<file path="src/rtl/seg7_scroll_mux_if.sv">
// Host-side write port of the scrolling 7-segment driver: append, clear and
// back-pressure.
interface seg7_scroll_mux_if;
   // Handshake: a character is taken on a rising clk_2 edge when wr_en && wr_ready
   // && !clear. wr_ready is high while the buffer has room. When wr_ready is low the
   // write is dropped, not held. clear empties the buffer and beats a same-cycle write.
   logic       clear;
   logic       wr_en;
   logic [5:0] wr_code;
   logic       wr_ready;

   modport master (output clear, output wr_en, output wr_code, input wr_ready);
   modport slave  (input clear, input wr_en, input wr_code, output wr_ready);
endinterface

</file>
<file path="src/rtl/seg7_scroll_mux.sv">
// Time-multiplexed NDIGITS x 7-segment driver with an append-only message buffer,
// showing the message either static (left-aligned) or scrolling with an end marker.
module seg7_scroll_mux #(
   parameter int NDIGITS    = 4,
   parameter int DEPTH      = 16,
   parameter int SCAN_DIV   = 4,
   parameter int SCROLL_DIV = 8
) (
   input  logic                       clk_2,
   input  logic                       rst_n,
   seg7_scroll_mux_if.slave           host,
   input  logic                       mode,
   output logic [7:0]                 SEG,
   output logic [NDIGITS-1:0]         dig_sel,
   output logic [$clog2(DEPTH):0]     msg_len,
   output logic [$clog2(DEPTH)-1:0]   scroll_pos,
   output logic [1:0]                 state_dbg
);
   localparam int AW = $clog2(DEPTH);
   localparam int LW = AW + 1;
   localparam int PW = LW + 1;
   localparam int IW = (NDIGITS > 1) ? $clog2(NDIGITS) : 1;
   localparam int SW = (SCAN_DIV > 1) ? $clog2(SCAN_DIV) : 1;
   localparam int FW = (SCROLL_DIV > 1) ? $clog2(SCROLL_DIV) : 1;

   localparam logic [1:0] S_EMPTY  = 2'd0;
   localparam logic [1:0] S_STATIC = 2'd1;
   localparam logic [1:0] S_SCROLL = 2'd2;

   logic [1:0]    state, state_nxt;
   logic [LW-1:0] len;
   logic [AW-1:0] pos;
   logic [SW-1:0] scan_cnt;
   logic [IW-1:0] idx;
   logic [FW-1:0] frame_cnt;
   logic [5:0]    msg_buf [DEPTH];

   logic          not_full, wr_fire, scan_wrap, frame_end, step;
   logic [PW-1:0] sum_idx;
   logic [AW-1:0] scroll_addr;
   logic          end_mark;
   logic [7:0]    seg_nxt;

   function automatic logic [6:0] decode(input logic [5:0] code);
      case (code)
         6'd0:  decode = 7'h3F;  6'd1:  decode = 7'h06;  6'd2:  decode = 7'h5B;
         6'd3:  decode = 7'h4F;  6'd4:  decode = 7'h66;  6'd5:  decode = 7'h6D;
         6'd6:  decode = 7'h7D;  6'd7:  decode = 7'h07;  6'd8:  decode = 7'h7F;
         6'd9:  decode = 7'h6F;  6'd10: decode = 7'h77;  6'd11: decode = 7'h7C;
         6'd12: decode = 7'h39;  6'd13: decode = 7'h5E;  6'd14: decode = 7'h79;
         6'd15: decode = 7'h71;  6'd16: decode = 7'h77;  6'd17: decode = 7'h7C;
         6'd18: decode = 7'h39;  6'd19: decode = 7'h58;  6'd20: decode = 7'h5E;
         6'd21: decode = 7'h79;  6'd22: decode = 7'h71;  6'd23: decode = 7'h6F;
         6'd24: decode = 7'h76;  6'd25: decode = 7'h74;  6'd26: decode = 7'h06;
         6'd27: decode = 7'h04;  6'd28: decode = 7'h1E;  6'd29: decode = 7'h38;
         6'd30: decode = 7'h54;  6'd31: decode = 7'h3F;  6'd32: decode = 7'h5C;
         6'd33: decode = 7'h73;  6'd34: decode = 7'h67;  6'd35: decode = 7'h50;
         6'd36: decode = 7'h6D;  6'd37: decode = 7'h78;  6'd38: decode = 7'h3E;
         6'd39: decode = 7'h1C;  6'd40: decode = 7'h6E;  6'd41: decode = 7'h63;
         default: decode = 7'h40;
      endcase
   endfunction

   assign not_full      = (len < LW'(DEPTH));
   assign host.wr_ready = not_full;
   assign wr_fire       = host.wr_en && not_full && !host.clear;
   assign scan_wrap     = (scan_cnt == SW'(SCAN_DIV - 1));
   assign frame_end     = scan_wrap && (idx == IW'(NDIGITS - 1));
   assign step          = (state == S_SCROLL) && frame_end && (frame_cnt == FW'(SCROLL_DIV - 1));

   always_comb begin
      state_nxt = state;
      if (host.clear) begin
         state_nxt = S_EMPTY;
      end else if (state != S_EMPTY || len != '0) begin
         state_nxt = mode ? S_SCROLL : S_STATIC;
      end
   end

   // (pos + idx) mod len; pos < len and idx < NDIGITS, so NDIGITS subtractions always suffice.
   always_comb begin
      sum_idx = PW'(pos) + PW'(idx);
      for (int i = 0; i < NDIGITS; i++) begin
         if (len != '0 && sum_idx >= PW'(len)) sum_idx = sum_idx - PW'(len);
      end
      scroll_addr = sum_idx[AW-1:0];
      end_mark    = (sum_idx == PW'(len) - PW'(1));
   end

   always_comb begin
      seg_nxt = '0;
      case (state)
         S_STATIC: if (LW'(idx) < len) seg_nxt = {1'b0, decode(msg_buf[AW'(idx)])};
         S_SCROLL: if (len != '0)      seg_nxt = {end_mark, decode(msg_buf[scroll_addr])};
         default:  seg_nxt = '0;
      endcase
   end

   always_ff @(posedge clk_2) begin
      if (wr_fire) msg_buf[len[AW-1:0]] <= host.wr_code;
   end

   always_ff @(posedge clk_2 or negedge rst_n) begin
      if (!rst_n) begin
         state     <= S_EMPTY;
         len       <= '0;
         pos       <= '0;
         scan_cnt  <= '0;
         idx       <= '0;
         frame_cnt <= '0;
         SEG       <= '0;
         dig_sel   <= '0;
      end else begin
         state    <= state_nxt;
         scan_cnt <= scan_wrap ? '0 : scan_cnt + SW'(1);
         if (scan_wrap) idx <= (idx == IW'(NDIGITS - 1)) ? '0 : idx + IW'(1);

         if (host.clear)   len <= '0;
         else if (wr_fire) len <= len + LW'(1);

         // Frame counting and position only live in scroll; every entry starts from zero.
         if (state_nxt != S_SCROLL) begin
            frame_cnt <= '0;
            pos       <= '0;
         end else if (state == S_SCROLL && frame_end) begin
            frame_cnt <= step ? '0 : frame_cnt + FW'(1);
            if (step) pos <= (LW'(pos) == len - LW'(1)) ? '0 : pos + AW'(1);
         end

         dig_sel <= NDIGITS'(1) << idx;
         SEG     <= seg_nxt;
      end
   end

   assign msg_len    = len;
   assign scroll_pos = pos;
   assign state_dbg  = state;
endmodule

</file>
<file path="src/flat_wrapper.sv">
// flat-port wrapper written by rule: the top's interface ports become plain ports
module seg7_scroll_mux_flat 
#(
   parameter int NDIGITS    = 4,
   parameter int DEPTH      = 16,
   parameter int SCAN_DIV   = 4,
   parameter int SCROLL_DIV = 8
)
  (clk_2, rst_n, mode, SEG, dig_sel, msg_len, scroll_pos, state_dbg, host_clear, host_wr_en, host_wr_code, host_wr_ready);
  seg7_scroll_mux_if host_i ();
  input  logic clk_2;
  input  logic rst_n;
  input  logic mode;
  output logic [7:0] SEG;
  output logic [NDIGITS-1:0] dig_sel;
  output logic [$clog2(DEPTH):0] msg_len;
  output logic [$clog2(DEPTH)-1:0] scroll_pos;
  output logic [1:0] state_dbg;
  input wire logic [$bits(host_i.clear)-1:0] host_clear;
  input wire logic [$bits(host_i.wr_en)-1:0] host_wr_en;
  input wire logic [$bits(host_i.wr_code)-1:0] host_wr_code;
  output wire logic [$bits(host_i.wr_ready)-1:0] host_wr_ready;
  assign host_i.clear = host_clear;
  assign host_i.wr_en = host_wr_en;
  assign host_i.wr_code = host_wr_code;
  assign host_wr_ready = host_i.wr_ready;
  seg7_scroll_mux #(.NDIGITS(NDIGITS), .DEPTH(DEPTH), .SCAN_DIV(SCAN_DIV), .SCROLL_DIV(SCROLL_DIV)) u_core (.clk_2(clk_2), .rst_n(rst_n), .host(host_i), .mode(mode), .SEG(SEG), .dig_sel(dig_sel), .msg_len(msg_len), .scroll_pos(scroll_pos), .state_dbg(state_dbg));
endmodule
</file>
<file path="config.mk">
export PLATFORM = sky130hd
export DESIGN_NAME = seg7_scroll_mux_flat
export DESIGN_NICKNAME = d
export VERILOG_FILES = /design/src/rtl/seg7_scroll_mux_if.sv /design/src/rtl/seg7_scroll_mux.sv /design/src/flat_wrapper.sv
export SDC_FILE = /design/constraint.sdc
export NUM_CORES = 1
export LEC_CHECK = 0
export ABC_AREA = 1
export ABC_CLOCK_PERIOD_IN_PS = 10450
export BUFFER_PORTS_ARGS = -buffer_cell sky130_fd_sc_hd__clkbuf_2
export CAP_MARGIN = 20
export CORE_ASPECT_RATIO = 1.1
export CORE_MARGIN = 2
export CORE_UTILIZATION = 63
export DETAILED_ROUTE_END_ITERATION = 10
export PLACE_DENSITY = 0.81
export SLEW_MARGIN = 25
export SYNTH_ARGS = -nofsm -noshare
export SYNTH_HDL_FRONTEND = slang
export SYNTH_SLANG_ARGS = --single-unit
</file>
<file path="constraint.sdc">
create_clock -name clk_2 -period 10.45 [get_ports clk_2]
set_input_delay 3.135 -clock clk_2 [delete_from_list [all_inputs] [get_ports clk_2]]
set_output_delay 3.135 -clock clk_2 [all_outputs]
set_load 0.01 [all_outputs]
</file>
After elaboration in Yosys (flattened, before gate mapping) --
Memory sizes are Yosys's and may differ from the RTL's. Cells that the tools add are included.
Word-level totals: flip-flop bits (word level) 30, bits in latches 0, RAM bits 96, bits in read-only memories 896, word-level logic and storage cells 78, memories kept 3
Memory list:
- (no name shown) | words 64, width 7, read ports 1, clocked after memory_dff 0, wr ports 0, RTL line seg7_scroll_mux.sv:45 | case (code)
- (no name shown) | words 64, width 7, read ports 1, clocked after memory_dff 0, wr ports 0, RTL line seg7_scroll_mux.sv:45
- u_core.msg_buf | words 16, width 6, read ports 2, clocked after memory_dff 0, wr ports 1, RTL line seg7_scroll_mux.sv:36 | logic [5:0] msg_buf [DEPTH];
Cells by class: add/subtract/negate cells 12, multipliers 0, divide/modulo/power cells 0, magnitude comparators 6, equality and inequality tests 8, shift-type cells 1, mux-type cells 23, bitwise logic cells 0, reduce and logical (&&, ||, !) cells 17
Operators with widths (number):
- greater-or-equal comparator 6 x 5 -> 1 bit | 4
- two-way mux 6 bit | 4
- subtractor 6 x 5 -> 6 bit | 4
- two-way mux 4 bit | 4
- one-hot mux 8 bit (2 select lines) | 1
- two-way mux 2 bit | 5
- two-way mux 5 bit | 2
- logical AND 1 bit | 9
- two-way mux 3 bit | 3
- two-way mux 8 bit | 1
- nonzero test 2 bit | 4
- two-way mux 7 bit | 1
- equality test 2 bit, second input constant | 3
- equality test 6 bit | 1
- subtractor 5 x 1 -> 6 bit, second input constant | 1
- adder 4 x 2 -> 5 bit | 1
- adder 5 x 1 -> 5 bit, second input constant | 1
- equality test 4 x 5 -> 1 bit | 1
- less-than comparator 2 x 5 -> 1 bit | 1
- less-than comparator 5 bit, second input constant | 1
- nonzero test 5 bit | 1
- subtractor 5 x 1 -> 5 bit, second input constant | 1
- adder 2 x 1 -> 2 bit, second input constant | 2
- adder 4 x 1 -> 4 bit, second input constant | 1
- 9 further kinds | 10

Longest topological paths before layout --
An unclocked memory read counts as a cell.
depth in word-level cells 17, depth in mapped cells 59, gate-level depth less buffers 56

Worst setup path after synthesis --
No wires, ideal clock.
kind reg2reg, from register u_core.pos[0] (netlist: u_core.scroll_pos[0]), to register u_core.SEG[1], setup time 78 ps, data arrival time 8013 ps, data required time 10372 ps, path slack 2359 ps, stages on the path, launching flop included 54, buffers on the path 3, period minus slack after synthesis 8091 ps, cells stage by stage dfrtp_1 -> ha_1 -> fa_1 -> xor2_1 -> ha_1 -> nand2_1 -> nor2_1 -> nand2_1 -> nand3_1 -> nand2_4 -> inv_1 -> o21ai_1 -> ha_1 -> fa_1 -> nor2_1 -> nor2_1 -> nor2_1 -> nor2_1 -> (+18 left out) -> nand2_4 -> nand2_4 -> buf_6 -> buf_6 -> nand2_1 -> nand3_1 -> nand3_1 -> nand3_1 -> nand2_2 -> inv_1 -> ha_1 -> inv_1 -> nor2_1 -> nand2_1 -> nand3_1 -> nor2_1 -> nand2_1 -> a21oi_1
On the way: word-level cells in the longest chain between the ends 17
RTL lines:
- start: declaration | RTL line seg7_scroll_mux.sv:32 | logic [AW-1:0] pos;
- start signal: assignment | RTL line seg7_scroll_mux.sv:127 | if (step) pos <= (LW'(pos) == len - LW'(1)) ? '0 : pos + AW'(1);
- adder 4 x 2 -> 5 bit * | RTL line seg7_scroll_mux.sv:82 | sum_idx = PW'(pos) + PW'(idx);
- greater-or-equal comparator 6 x 5 -> 1 bit | RTL line seg7_scroll_mux.sv:84 | if (len != '0 && sum_idx >= PW'(len)) sum_idx = sum_idx - PW'(len);
- logical AND 1 bit | RTL line seg7_scroll_mux.sv:84
- two-way mux 6 bit * | RTL line seg7_scroll_mux.sv:84
- greater-or-equal comparator 6 x 5 -> 1 bit | RTL line seg7_scroll_mux.sv:84
- logical AND 1 bit | RTL line seg7_scroll_mux.sv:84
- two-way mux 6 bit * | RTL line seg7_scroll_mux.sv:84
- greater-or-equal comparator 6 x 5 -> 1 bit | RTL line seg7_scroll_mux.sv:84
- (+2 left out)
- greater-or-equal comparator 6 x 5 -> 1 bit | RTL line seg7_scroll_mux.sv:84
- logical AND 1 bit | RTL line seg7_scroll_mux.sv:84
- two-way mux 6 bit * | RTL line seg7_scroll_mux.sv:84
- memory (16 x 6 bit) *
- memory (64 x 7 bit) *
- two-way mux 8 bit * | RTL line seg7_scroll_mux.sv:94 | S_SCROLL: if (len != '0) seg_nxt = {end_mark, decode(msg_buf[scroll_addr])};
- one-hot mux 8 bit (2 select lines) * | RTL line seg7_scroll_mux.sv:92 | case (state)
- net u_core.seg_nxt[1] | RTL line seg7_scroll_mux.sv:42 | logic [7:0] seg_nxt;
- end signal: assignment | RTL line seg7_scroll_mux.sv:131 | SEG <= seg_nxt;
- end: declaration | RTL line seg7_scroll_mux.sv:13 | output logic [7:0] SEG,
The timed path passes the listed nets; every way through them passes the cells marked *. A chain may end at the register's enable or synchronous reset.

Worst setup path after layout --
from register u_core.pos[0] (netlist: u_core.scroll_pos[0]), to register u_core.SEG[4]
The elaborated chain is that of the path after synthesis.

==> out/qor.csv <==
stage;metric;value;unit
die;die_area;14400;µm²
placement;dpl-instance-area;8700;µm²
detailed_routing;drt-initial-drc-count;1072;
die;die_w;115;µm
worst_setup_path;critPathKind;flop to flop;
clocking;worstSkewPairLatency;0.43;ns
global_routing;antenna_found_initial;0;
sta;maxSlewViolCount;0;
sta;period_minus_slack;9.29;ns
yosys;async_flop_share;0.238;
die;io-pin-count;35;
yosys;ys.flop_type;edfxtp_1;
clocking;root_buffer;clkbuf_16;
clocking;cts_setup_buffers;0;
placement;dpl.hpwl;14.4;mm
yosys;synth-seq-cells;126;
yosys;netlist_area;8500;µm²
placement;port_buffers;34;
detailed_routing;first_pass_iters;9;
clocking;h-tree-depth;4;
detailed_routing;ant_nets;0;
clocking;cts.path.max_buffers;2;
global_routing;overflow;0;
final_layout;stdcell_count;1230;
die;initial_core_util;0.643;
run;max-cap-violations;0;
clocking;cts_resized;0;
sta;fmax;0.108;GHz
sta;holdWs;0.435;ns
sta;grt_setup_unrepaired;false;
yosys;yosysWarnings;0;
worst_setup_path;start_kind;flop;
detailed_routing;num_vias;7349;
sta;tightest_slew;1.07;ns
global_routing;grt_max_degree;45;
clocking;cts.clk_slew.worst_paths;0.06;ns
worst_setup_path;crit_top_cell;nand2_1;
worst_setup_path;end_kind;flop;
yosys;synth_area_per_cell;8.27;µm²
pwr;power;3.07;mW
final_layout;final_common_cell;nand2_1;
final_layout;antenna_cells;0;
sta;max_slew_margin;0.279;
run_status;status;completed;
detailed_routing;route.detailed.drc;0;
die;core;13200;µm²
placement;place_congestion;0.927;
final_layout;final_util;0.705;
clocking;cts_hold_buf;0;
yosys;synth_cell_types;50;
final_layout;final_cell_area;9320;µm²
final_layout;final_nets;1125;
worst_setup_path;path_buf_inv;3;
yosys;synthCells;1028;
placement;dp.cells;1198;
clocking;cts_buffers;17;
die;fp.dieH;126;µm
sta;fin_skew;0.00870;ns
yosys;synth_edf_count;96;
yosys;synth_fp_nets;1097;
pwr;p_leak;4.20;nW
global_routing;grt_pass1_wl;34.2;mm
pwr;power.density;329;nW/µm²
worst_setup_path;slowest_stage;fa_1;
sta;setup_tns;0;ns
global_routing;grt_pass1_vias;6990;
sta;postLayoutSetupSlackWorst;1.16;ns
sta;fin_crit_sh;0.889;
worst_setup_path;cp_top_family;simple AND/OR/NAND/NOR gates;
hold_path;hold_class;flop to flop;
detailed_routing;routed_via_density;5.97;
detailed_routing;wl_per_cell;17.5;µm
clocking;cts_tree;done;
pwr;vdd_drop_max;0.233;mV
worst_setup_path;critPathMaxFanout;44;
final_layout;syn_to_final_growth;9.70;%
sta;setup_viol;0;
die;num_rows;44;
final_layout;final_cell_mix;nand2_1 (231), nand3_1 (140), inv_1 (139);
placement;place_ws;1.07;ns
detailed_routing;drt_wl_total;21.5;mm
worst_setup_path;slowest_delay;0.56;ns
global_routing;grt_usage;0.305;
clocking;cts.sinks;126;
sta;hold_viol;0;
worst_setup_path;crit_arrival;9.58;ns
yosys;synth-seq-area-share;0.428;
worst_setup_path;crit_required;10.75;ns
final_layout;drive_above_1_share;0.119;
-- where the power goes --
part | internal, mW | switching [mW]
logic | 0.573 | 1.33
registers | 0.548 | 0.00701
clock network | 0.361 | 0.247
-- area by class of cell --
| type | instances | area [µm²] |
|---|---|---|
| clock buffers | 18 | 429 |
| clock inverters | 14 | 171 |
| fillers | 1019 | 3890 |
| inverters | 152 | 573 |
| multi-input cells | 722 | 4120 |
| flip-flops and latches | 126 | 3630 |
| well taps | 161 | 201 |
| repair buffers | 37 | 193 |
-- final timing paths --
kind,to,cells after the start,slack [ns],startpoint
setup / recovery,u_core.SEG[4],46,1.16,u_core.scroll_pos[0]
hold / removal,u_core.scan_cnt[0],1,0.44,u_core.scan_cnt[0]
setup reg to reg,u_core.SEG[4],46,1.16,u_core.scroll_pos[0]
hold reg to reg,u_core.scan_cnt[0],1,0.44,u_core.scan_cnt[0]
max in group asynchronous,u_core.idx[1],1,7.18,rst_n
min in group asynchronous,u_core.SEG[0],1,2.77,rst_n
-- synth_stat cells, types with 6 or more instances --
| library cell | n | share of area |
|---|---|---|
| nand2_1 | 231 | 0.10 |
| nand3_1 | 140 | 0.082 |
| inv_1 | 139 | 0.061 |
| edfxtp_1 | 96 | 0.34 |
| nor2_1 | 60 | 0.027 |
| ha_1 | 53 | 0.078 |
| a21oi_1 | 44 | 0.026 |
| o21ai_0 | 44 | 0.026 |
| dfrtp_1 | 30 | 0.088 |
| nor3_1 | 25 | 0.015 |
| xor2_1 | 15 | 0.015 |
| nand2_2 | 11 | 0.0081 |
| buf_2 | 9 | 0.0053 |
| buf_6 | 9 | 0.012 |
| or2_2 | 9 | 0.0066 |
| inv_2 | 8 | 0.0035 |
| nand2_4 | 8 | 0.011 |
| nand4_1 | 8 | 0.0059 |
| o211ai_1 | 8 | 0.0071 |
| clkbuf_1 | 7 | 0.0031 |
| o21ai_1 | 6 | 0.0035 |
-- per-layer routing --
layer  wire [µm]  part of all wire  vias up  GRT usage
met5           0                 0        -          0
met4         573             0.027        0      0.123
met3        1330             0.062       55     0.0510
met2       10700              0.50      315      0.508
met1        8830              0.41     3455      0.398
li1            -                 -     3524          -
-- kinds of logic after synthesis --
group | count (synthesis) | synth area share
simple gates | 506 | 0.274
buf+inv | 180 | 0.0904
compound gates | 139 | 0.0982
flops | 126 | 0.428
fa+ha+maj | 58 | 0.0898
xor+xnor | 19 | 0.0196
-- state kept, by name (all words and copies together), names as in the netlist --
name               flops
u_core.SEG             8
u_core.msg_buf        96
u_core.idx             2
u_core.scroll_pos      4
u_core.frame_cnt       3
u_core.msg_len         5
u_core.dig_sel         4
u_core.state_dbg       2
u_core.scan_cnt        2
Power figures use the tool's default switching activity.
